File: src/rtl/pipeline_hazard_unit.sv
// rtl/pipeline_hazard_unit.sv - hazard detection, forwarding select and event counters for the in-order pipeline
module pipeline_hazard_unit #(
  parameter int REG_AW     = 5,
  parameter int DEPTH      = 3,
  parameter int ALU_READY  = 1,
  parameter int LOAD_READY = 2,
  parameter int CNT_W      = 32,
  parameter int SW         = $clog2(DEPTH + 1)
) (
  input  logic              CLK,
  input  logic              RESET,
  input  logic              BUSYWAIT,
  input  logic              ID_VALID,
  input  logic [REG_AW-1:0] ID_RS1,
  input  logic [REG_AW-1:0] ID_RS2,
  input  logic              ID_RS1_USED,
  input  logic              ID_RS2_USED,
  input  logic [REG_AW-1:0] ID_RD,
  input  logic              ID_REG_WRITE,
  input  logic              ID_IS_LOAD,
  input  logic              BRANCH_TAKEN,
  output logic              STALL,
  output logic              BUBBLE,
  output logic              FLUSH,
  output logic [SW-1:0]     FWD_SEL1,
  output logic [SW-1:0]     FWD_SEL2,
  output logic [CNT_W-1:0]  STALL_CNT,
  output logic [CNT_W-1:0]  FLUSH_CNT
);

  logic [DEPTH:1]    r_valid;
  logic [DEPTH:1]    r_load;
  logic [REG_AW-1:0] r_rd [1:DEPTH];
  logic [SW-1:0]     r_fwd1;
  logic [SW-1:0]     r_fwd2;
  logic [CNT_W-1:0]  r_stall_cnt;
  logic [CNT_W-1:0]  r_flush_cnt;

  logic [REG_AW-1:0] w_src [2];
  logic [1:0]        w_used;
  logic [1:0]        w_haz;
  logic [SW-1:0]     w_cand [2];
  logic              w_stall;
  logic              w_flush;
  logic              w_advance;

  assign w_src[0]  = ID_RS1;
  assign w_src[1]  = ID_RS2;
  assign w_used    = {ID_RS2_USED, ID_RS1_USED};

  // Scan oldest to youngest so the youngest matching producer wins.
  always_comb begin
    w_haz     = '0;
    w_cand[0] = '0;
    w_cand[1] = '0;
    for (int s = 0; s < 2; s++) begin
      for (int k = DEPTH; k >= 1; k--) begin
        if (r_valid[k] && w_used[s] && (r_rd[k] == w_src[s]) && (r_rd[k] != '0)) begin
          w_haz[s]  = (k < (r_load[k] ? LOAD_READY : ALU_READY));
          w_cand[s] = w_haz[s] ? '0 : SW'(k);
        end
      end
    end
  end

  assign w_flush   = ~RESET & BRANCH_TAKEN;
  assign w_stall   = ~RESET & ID_VALID & (|w_haz) & ~w_flush;
  assign w_advance = ~w_stall & ~w_flush;

  assign STALL     = w_stall;
  assign BUBBLE    = w_stall;
  assign FLUSH     = w_flush;
  assign FWD_SEL1  = r_fwd1;
  assign FWD_SEL2  = r_fwd2;
  assign STALL_CNT = r_stall_cnt;
  assign FLUSH_CNT = r_flush_cnt;

  always_ff @(posedge CLK) begin
    if (RESET) begin
      r_valid     <= '0;
      r_load      <= '0;
      for (int k = 1; k <= DEPTH; k++) r_rd[k] <= '0;
      r_fwd1      <= '0;
      r_fwd2      <= '0;
      r_stall_cnt <= '0;
      r_flush_cnt <= '0;
    end else if (!BUSYWAIT) begin
      for (int k = 2; k <= DEPTH; k++) begin
        r_valid[k] <= r_valid[k-1];
        r_load[k]  <= r_load[k-1];
        r_rd[k]    <= r_rd[k-1];
      end
      r_valid[1] <= ID_VALID & w_advance & ID_REG_WRITE;
      r_load[1]  <= ID_IS_LOAD;
      r_rd[1]    <= ID_RD;
      r_fwd1     <= w_advance ? w_cand[0] : '0;
      r_fwd2     <= w_advance ? w_cand[1] : '0;
      if (w_stall && (r_stall_cnt != {CNT_W{1'b1}})) r_stall_cnt <= r_stall_cnt + 1'b1;
      if (w_flush && (r_flush_cnt != {CNT_W{1'b1}})) r_flush_cnt <= r_flush_cnt + 1'b1;
    end
  end

endmodule
File: config.mk
export PLATFORM = sky130hd
export DESIGN_NAME = pipeline_hazard_unit
export DESIGN_NICKNAME = d
export VERILOG_FILES = /design/src/rtl/pipeline_hazard_unit.sv
export SDC_FILE = /design/constraint.sdc
export NUM_CORES = 1
export LEC_CHECK = 0
export CAP_MARGIN = 20
export CORE_AREA = 2 2 131 133
export CTS_CLUSTER_DIAMETER = 100
export DETAILED_ROUTE_END_ITERATION = 6
export DIE_AREA = 0 0 133 135
export PLACE_DENSITY = 0.57
export SYNTH_ARGS = -nofsm -noshare
export SYNTH_HDL_FRONTEND = slang
export SYNTH_SLANG_ARGS = --single-unit
File: constraint.sdc
create_clock -name CLK -period 2.6 [get_ports CLK]
set_clock_uncertainty 0.05 [all_clocks]
set_input_delay 0.52 -clock CLK [delete_from_list [all_inputs] [get_ports CLK]]
set_output_delay 0.52 -clock CLK [all_outputs]
set_load 0.02 [all_outputs]
==> impl_metrics.csv <==
group,metric,value,unit
yosys,synth.cell_area,4560,sq um
setup_path,cpMaxStageDelayCell,"sky130_fd_sc_hd__or4_4",
yosys,synth-async-reset-ratio,0,
setup_path,worst_path_largest_cell_delay,0.58,ns
cts,cts_htree_levels,3,
routing,vias_after_detailed_routing,4399,
layout,layout.filler_cells,1616,
timing,final-hold-violation-count,0,
job,cap_viol_max_count,0,
placement,gp_congestion,0.786,
timing,final.hold.worst_slack,0.402,ns
setup_path,critPathCaptureType,"output port",
timing,timing.max_slew.rel_slack,0.623,
routing,finalWirelength,13400,um
placement,dp_worst_setup_slack,-0.711,ns
yosys,ys_types,46,
timing,maxClockFrequency,370,MHz
setup_path,cp_num_cells,6,
floorplan,initial_utilization,0.278,
routing,route.detailed.wl_per_inst,14.8,um
setup_path,register_to_register_setup_slack,-0.06,ns
global_routing,global_route.overflow_total,0,
placement,placed_cells_incl_taps,883,
floorplan,fp.dieH,135,um
setup_path,worstPathRequired,2.03,ns
yosys,total_of_warnings_raised_by_yosys,0,
cts,worstSkewPairLatency,0.35,ns
timing,worst_slack,-0.0995,ns
layout,antenna_cells,0,
placement,postPlaceCellArea,6130,sq um
setup_path,critical_path.n_buffers_inverters,1,
timing,finalWorstPathRequiredPeriod,2.70,ns
timing,final-setup-viol-count,6,
timing,max_slew_violations,0,
yosys,synth_top_cell_by_area,"sky130_fd_sc_hd__dfxtp_1",
yosys,synth.top_cells.by_area,"sky130_fd_sc_hd__dfxtp_1 (32%), sky130_fd_sc_hd__edfxtp_1 (9.9%), sky130_fd_sc_hd__xnor2_1 (8.8%)",
layout,final_cell_area,6630,sq um
yosys,synth_most_common_cell,"sky130_fd_sc_hd__dfxtp_1",
yosys,synth_top_area_frac,0.316,
cts,tritoncts_buffers,9,
routing,number_of_drc_violations_after_detailed_routing_iteration_0,221,
setup_path,critical-path-top-delay-family,"simple AND/OR/NAND/NOR gates",
global_routing,first_global_vias,4262,
cts,cts_tree,"yes",
cts,clock_path_buffers,2,
placement,dpl.hpwl,9890,um
yosys,netlist_instances,531,
routing,drt.antenna.violating_nets,0,
cts,clkTransAtPathRegs,0.06,ns
yosys,number_of_nets_in_the_synthesized_netlist,557,
yosys,seq_area_frac_synth,0.415,
global_routing,grt_first_pass_wirelength,21600,um
setup_path,worstSetupStartpointType,"register",
floorplan,io_pins,95,
layout,final_nets,708,
yosys,synth-seq-cells,87,
routing,drt_pass1_iterations,5,
floorplan,rows,47,
timing,grt_setup_unrepaired,"true",
power_and_ir_drop,power.leakage,2.22,nW
routing,average_vias_per_placed_instance,4.85,
global_routing,grt_max_degree,54,
power_and_ir_drop,total_power_density_per_cell_area,457,nW/um^2
global_routing,grt_antenna_before_repair,0,
cts,clock-root-buffer,"sky130_fd_sc_hd__clkbuf_16",
routing,drc_errors,0,
floorplan,core-area,16400,sq um
power_and_ir_drop,vdd.ir_drop.worst,0.000293,V
worst_hold_path,worstHoldPathCells,2,
setup_path,crit_path_max_fanout,4,
floorplan,die_width,133,um
global_routing,grt_util_all_layers,0.150,
floorplan,dieArea,18000,sq um
cts,cts_sinks,87,
run_status,status,"finished with violations",
yosys,postSynth.topFlopCell,"sky130_fd_sc_hd__dfxtp_1",
setup_path,worstRegToRegCells,8,
worst_hold_path,worst_hold_path_type,"register to register",
placement,numPortBuffers,94,
setup_path,critical_path_class,"register to output port",
layout,final_cells,907,
timing,worst_slew_pin_slew,0.566,ns
timing,final.period_utilization,1.04,
timing,setup_tns,-0.410,ns
yosys,avgSynthCellArea,8.58,sq um
setup_path,series_of_cell_instances_along_the_critical_path,"or4_4 -> o21ai_4 -> or3_4 -> a21o_1 -> nor2_4 -> buf_6",
layout,layout-drive-gt1-share,0.176,
layout,area_growth,45.4,%
run_status,violations_in_the_final_reports,"negative setup slack",
yosys,synth_enable_flop_cells,15,
setup_path,cp.arrival,2.13,ns
yosys,post_synth_most_frequent_cells,"sky130_fd_sc_hd__dfxtp_1 (72), sky130_fd_sc_hd__nor2_1 (71), sky130_fd_sc_hd__xnor2_1 (46)",
[path summary, 6_finish.rpt]
check	start	end
worst max-delay path	r_rd[0][6]$_SDFFCE_PN0P_	BUBBLE
worst min-delay path	FWD_SEL2[0]$_SDFFE_PP0N_	FWD_SEL2[0]$_SDFFE_PP0N_
worst max register to register	r_rd[0][6]$_SDFFCE_PN0P_	STALL_CNT[16]$_SDFFE_PP0P_
worst min register to register	FWD_SEL2[0]$_SDFFE_PP0N_	FWD_SEL2[0]$_SDFFE_PP0N_
[cells by family after synthesis]
group,after synthesis,share of synthesized area
AOI/OAI and AO/OA,60,0.0769
xor gates and xnor gates,56,0.108
adders and majority gates,2,0.00549
buffers and inverters,32,0.0283
DFF,87,0.415
muxes,20,0.0478
and+or+nand+nor,274,0.319
[layer usage]
metal  global-route usage  share of wire
met5                    0              0
met4               0.0556          0.016
met3               0.0334          0.049
met1                0.190           0.46
met2                0.250           0.48
[layout make-up]
class / instances / area (sq um) / share of cell area
Clock inverter: 4 / 51.3 / 0.00774
Sequential cell: 87 / 1890 / 0.286
Inverter: 11 / 41.3 / 0.00623
Tap cell: 220 / 275 / 0.0415
Timing Repair Buffer: 161 / 1460 / 0.220
Clock buffer: 12 / 268 / 0.0404
Multi-Input combinational cell: 412 / 2640 / 0.399
[power breakdown]
part | internal [mW] | switching, mW | total (mW)
clock | 0.830 | 0.558 | 1.39
sequential | 1.39 | 0.0280 | 1.42
combinational | 0.121 | 0.101 | 0.222
[timing repair]
action,in CTS,in global routing
cloned,1,0
pin swaps,28,12
endpoints found under the setup margin,13,12
gates resized for setup,41,10
buffers inserted,5,2
hold buffers,0,0
hold endpoints to repair,0,0
[sequential cells by signal, summed over array words and instances, names as in the netlist]
register   count
r_valid        3
FLUSH_CNT     32
FWD_SEL2       2
r_load         1
FWD_SEL1       2
r_rd          15
STALL_CNT     32
[cell usage in the layout, fill, tap and decap left out, drive strengths merged, types with 3 or more instances in the layout]
master          n
clkbuf         12
a21oi          22
nand2b          3
inv            11
and3            8
nor3           15
mux2i           6
clkdlybuf4s50  80
xnor2          46
buf            70
dlygate4sd2    11
nor2b          15
or3            17
or4            11
and2           16
o21ai          22
o31ai           8
nand3          19
mux2           14
nor2           71
xor2           10
nand2          37
edfxtp         15
nand4          37
nor4           14
and4            3
dfxtp          72
[worst reg2reg max path, delay by kind of cell, from the launching register on]
family	cells	cell delay [ns]
AOI/OAI and AO/OA	2	0.54
xor gates and xnor gates	1	0.19
buffers and inverters	2	0.30
DFF	1	0.49
and+or+nand+nor	3	1.03
[metrics by stage]
stage	total power, mW	utilization
finish	3.03	0.404
global route	3.14	0.404
CTS	3.06	0.400
detailed placement	1.67	0.374
global placement	1.66	0.374
floorplan	1.55	-
Power figures use the tool's default switching activity.
==> edit 1 (config.mk and constraints unchanged) <==
`REG_AW`: 5 -> 4.
--- a/src/rtl/pipeline_hazard_unit.sv
+++ b/src/rtl/pipeline_hazard_unit.sv
@@ -1,5 +1,5 @@
 // rtl/pipeline_hazard_unit.sv - hazard detection, forwarding select and event counters for the in-order pipeline
 module pipeline_hazard_unit #(
-  parameter int REG_AW     = 5,
+  parameter int REG_AW     = 4,
   parameter int DEPTH      = 3,
   parameter int ALU_READY  = 1,
Interface: changed (resized ID_RD, ID_RS1 and ID_RS2); port bits go from 95 to 92. No check against the original RTL was run, so the function may have changed too.
==> edit 1 against the original RTL <==
Design area is 8.5% lower. Worst setup slack better by 210 ps. Worst hold slack gained 26 ps. Highest routed layer unchanged. Combinational power shrank 20%. Largest power group is now clock. Area after synthesis down 5.0%. Wire length decreased by 11%. Power is 3.3% lower. Sequential cell count decreased by 3.
==> edit 1: results (changes against the original RTL) <==
| Metric | Value |
|---|---|
| Outcome | `finished, final reports clean` |
| Aggregate routed wire length | `11.9 mm (-11%)` |
| Crit path max-delay cell type | `clkdlybuf4s50_1` |
| DR iter-0 viols | `303 (+37%)` |
| Pwr per Cell Area | `483 mW/mm2 (+5.7%)` |
| Worst hold slack | `428 ps (+25.8 ps)` |
| Met1 wire length | `5.31 mm (-13%)` |
| DR vias/cell | `4.89 (+0.78%)` |
| Number of enable flip-flop cells after synthesis | `12 (-3)` |
| Final Net Count | `637 (-10%)` |
| Synthesized-area fraction occupied by adder cells | `0.578% (+0.029 points)` |
| Commonest cells in the netlist | `dfxtp_1, nor2_1, xor2_1` |
| Worst reg2reg path depth | `6 (-2)` |
| Leak pwr | `2.08 nW (-6.4%)` |
| Avg Inst Size Synth | `8.91 um2 (+3.8%)` |
| Synth Area in Compound Gates | `10.2% (+2.5 points)` |
| Multiplexer share of the synthesized area | `2.92% (-1.9 points)` |
| Flop pwr share | `46.3% (-0.5 points)` |
| Non-Filler Instances | `838 (-7.6%)` |
| Reg2reg end | `STALL_CNT[23]` |
| PortBufs | `91 (-3.2%)` |
| Dpl cells | `823 (-6.8%)` |
| Net Sw Frac | `22.4% (-0.29 points)` |
| Dpl hpwl | `8.81 mm (-11%)` |
| Met3 wire len | `502 um (-23%)` |
| Vias in the first global route | `3917 (-8.1%)` |
| Met1 GRT Util | `16.6% (-2.4 points)` |
| First-pass DRT Iterations | `4 (-1)` |
| Crit-path max FO | `2 (-2)` |
| R2R Setup Slk | `200 ps (+260 ps)` |
| Global-route wire length before repair | `19.3 mm (-11%)` |
## edit 1: cell types whose count changed after synthesis, moves of 13 or more
cell / before / now
nand4_1: 37 / 21
nor2_1: 71 / 58
nand3_1: 19 / 33
xor2_1: 10 / 34
xnor2_1: 46 / 21
## edit 1: cell type report
| type | count | area, um2 | share of cell area, % |
|---|---|---|---|
| Timing Repair Buffer | 133 | 1220 | 20.1 |
| Clock buffer | 12 | 278 | 4.58 |
| Sequential cell | 84 | 1800 | 29.7 |
| Clock inverter | 3 | 42.5 | 0.701 |
| Tap cell | 220 | 275 | 4.54 |
| Inverter | 8 | 30.0 | 0.495 |
| Multi-Input combinational cell | 378 | 2420 | 39.9 |
## edit 1: worst max-delay path: cells and delay by family
family                 cells  cell delay, ps
XOR/XNOR                   1             130
buffers and inverters      2             710
AO/OA/AOI/OAI              1             190
AND/OR/NAND/NOR            3             360
## edit 1: how the worst min path moves through the flow
stage,to,depth (start not counted)
after floorplan,r_valid[3],2
after global placement,FWD_SEL1[1],2
after detailed placement,FWD_SEL2[1],2
after CTS,FWD_SEL2[1],2
after global routing,FWD_SEL2[1],2
final,FWD_SEL2[1],2
## edit 1: cell families after synthesis
logic type               count (synthesis)
AO/OA/AOI/OAI                           69
XOR/XNOR                                55
adder cells (fa/ha/maj)                  2
buffers and inverters                   24
flip-flops                              84
multiplexers                            12
AND/OR/NAND/NOR                        240
## edit 1: what timing repair did
action	in CTS	in global routing
pin swaps	0	4
buffers inserted	0	0
cloned	0	0
hold buffers	0	0
setup endpoints to repair	2	2
gates resized for setup	11	5
==> edit 2 (config.mk and constraints unchanged) <==
Without the edit above. Put one more register stage on the output `FLUSH_CNT`, cleared by the reset. The value now appears one clock later. The other outputs are not delayed to match.
--- a/src/rtl/pipeline_hazard_unit.sv
+++ b/src/rtl/pipeline_hazard_unit.sv
@@ -74,5 +74,11 @@
   assign FWD_SEL2  = r_fwd2;
   assign STALL_CNT = r_stall_cnt;
-  assign FLUSH_CNT = r_flush_cnt;
+  always_ff @(posedge CLK) begin
+    if (RESET) begin
+      FLUSH_CNT <= '0;
+    end else begin
+      FLUSH_CNT <= r_flush_cnt;
+    end
+  end
 
   always_ff @(posedge CLK) begin
Behaviour: not the same (Yosys sat finds a counterexample within 4 cycles, from zero or initial values and one cycle with RESET high).
==> edit 2 against the original RTL <==
The flow still finishes with violations (setup timing). Power up 46%. Utilization rose by 6.0 points. Worst setup slack improved by 1.5 ps. First-iteration DRC count up 23%. Synthesized cell count up 10%. Worst hold slack got worse by 36 ps. Design area is 15% higher. Register-to-register slack improved by 50 ps. Area after synthesis grew 19%. Sequential cell count is 32 higher. Final cell count is 5.3% higher. Combinational power is 2% higher. Wire length up 7.6%. Largest cell class unchanged. Largest power group is now clock.
==> edit 2: results (changes against the original RTL) <==
| Metric | Value |
|---|---|
| Outcome | `complete, but fails checks` |
| Violated checks | `setup timing` |
| Max VDD drop | `0.431 mV (+47%)` |
| Bufs on Longest Clock Path | `2 (unchanged)` |
| Slowest stage delay, CP | `440 ps (-140 ps)` |
| Met1 GRT Util | `18.9% (-0.088 points)` |
| Grt met2 use | `27.4% (+2.4 points)` |
| PortBufs | `94 (unchanged)` |
| Largest net degree at the start of global routing | `55 (+1.9%)` |
| Filler cells | `1540 (-4.7%)` |
| GRT Total Usage | `16.1% (+1.1 points)` |
| Net Count, Synth | `612 (+9.9%)` |
| Clock transition at path regs | `60 ps (about the same)` |
| Actual slew at the worst max-slew pin | `610 ps (+44.4 ps)` |
| Sequential fraction of the synthesis area | `46.6% (+5.1 points)` |
| Placement-stage cell area | `0.00683 mm2 (+11%)` |
| Leak pwr | `2.59 nW (+16%)` |
| Global-route wire length before repair | `22.9 mm (+6.0%)` |
| Dpl hpwl | `10.0 mm (+1.2%)` |
| CTS Buf Count | `17 (+8)` |
| Worst-Skew Late Latency | `420 ps (+70 ps)` |
| Tightest Hold Check Type | `input port to flop` |
| Critical path's top delay family | `simple AND/OR/NAND/NOR gates` |
| Initial antenna violation count | `0 (unchanged)` |
| Ranking of synthesized cells by area | `dfxtp_1, edfxtp_1, xnor2_1` |
| CTS H-tree depth | `4 (+1)` |
| DR iter-0 viols | `271 (+23%)` |
| Layout cell share with drive strength beyond 1 | `15.4% (-2.2 points)` |
| Root Buffer | `clkbuf_16` |
| Warnings, synthesis | `0 (unchanged)` |
| Aggregate routed wire length | `14.4 mm (+7.6%)` |
| GP Congestion | `0.841 (+7.0%)` |
| Crit path max-delay cell type | `clkdlybuf4s50_1` |
| DR vias/cell | `5.07 (+4.5%)` |
| Setup ws final | `-98.0 ps (+1.48 ps)` |
| Number of enable flip-flop cells after synthesis | `15 (unchanged)` |
| Vias in the first global route | `4694 (+10%)` |
| Synth async-reset ratio | `0% (unchanged)` |
| First-pass DRT Iterations | `4 (-1)` |
| Ant diodes | `0 (unchanged)` |
| Fin Setup TNS | `-410 ps (+0.402 ps)` |
| Endpoints failing setup | `12 (+6)` |
| Met3 usage | `3.98% (+0.64 points)` |
| Crit-path max FO | `2 (-2)` |
| Final Net Count | `748 (+5.6%)` |
| Pre-CTS setup slack | `-653 ps (+58.3 ps)` |
| Commonest cells in the netlist | `dfxtp_1, nor2_1, xnor2_1` |
| Yosys cell types | `45 (-2.2%)` |
## edit 2: cell count changes after synthesis, sizes merged, moves of 10 or more
cell / before / now
nor2b: 15 / 33
o31ai: 8 / 21
a21oi: 22 / 32
dfxtp: 72 / 104
or4: 11 / 23
and4: 3 / 15
nor2: 71 / 47
mux2: 14 / 4
## edit 2: final cells by class
cell class	instances	area, um2	area share, %
timing repair buffer	148	1400	18.4
inverter	7	26.3	0.346
clock buffer	20	468	6.16
tap	220	275	3.62
multi-input combinational	429	2790	36.7
clock inverter	12	116	1.53
sequential	119	2530	33.3
## edit 2: path summary, 6_finish.rpt
path	start	endpoint	slack, ps	depth (start not counted)
worst max-delay path	ID_RS2[3]	STALL	-100	7
worst min register to register	FWD_SEL2[0]	FWD_SEL2[0]	420	2
worst max register to register	r_rd[0][5]	STALL_CNT[4]	-10	10
worst min-delay path	RESET	r_load[1]	370	2
## edit 2: power breakdown
group / switching, W / internal (W) / leakage [nW] / total (W)
clock network: 0.000882 / 0.00140 / 0.279 / 0.00229
registers: 0.0000259 / 0.00188 / 1.00 / 0.00191
logic: 0.000112 / 0.000116 / 1.31 / 0.000227
## edit 2: kinds of logic after synthesis
logic type,share of synthesized area [%]
fa+ha+maj,0.461
compound gates,9.72
buf+inv,3.11
xor+xnor,9.35
mux,1.38
simple gates,29.4
flops,46.6
## edit 2: worst register-to-register path, delay by kind of cell, from the launching register on
kind	cells	cell delay [ps]
AND/OR/NAND/NOR	3	1080
flip-flops	1	450
AO/OA/AOI/OAI	2	260
XOR/XNOR	1	190
buffers and inverters	4	530
## edit 2: per-stage QoR
step	hold WS, ps	power, W	std cells
global placement	415	0.00216	910
detailed placement	415	0.00217	910
CTS	362	0.00446	947
global route	381	0.00457	955
floorplan	398	0.00205	586
finish	366	0.00442	955
## edit 2: what timing repair did
action                     4_1_cts  5_1_grt
pin swaps                        7        9
setup buffers                    5        6
cloned                           0        2
hold buffers                     0        0
setup endpoints to repair        2       20
resized for setup               13       15
## edit 2: metal layers
metal  routed length [um]  part of all wire, %
met1                 6300                   44
met2                 7220                   50
met3                  590                  4.1
met4                  315                  2.2
met5                    0                    0
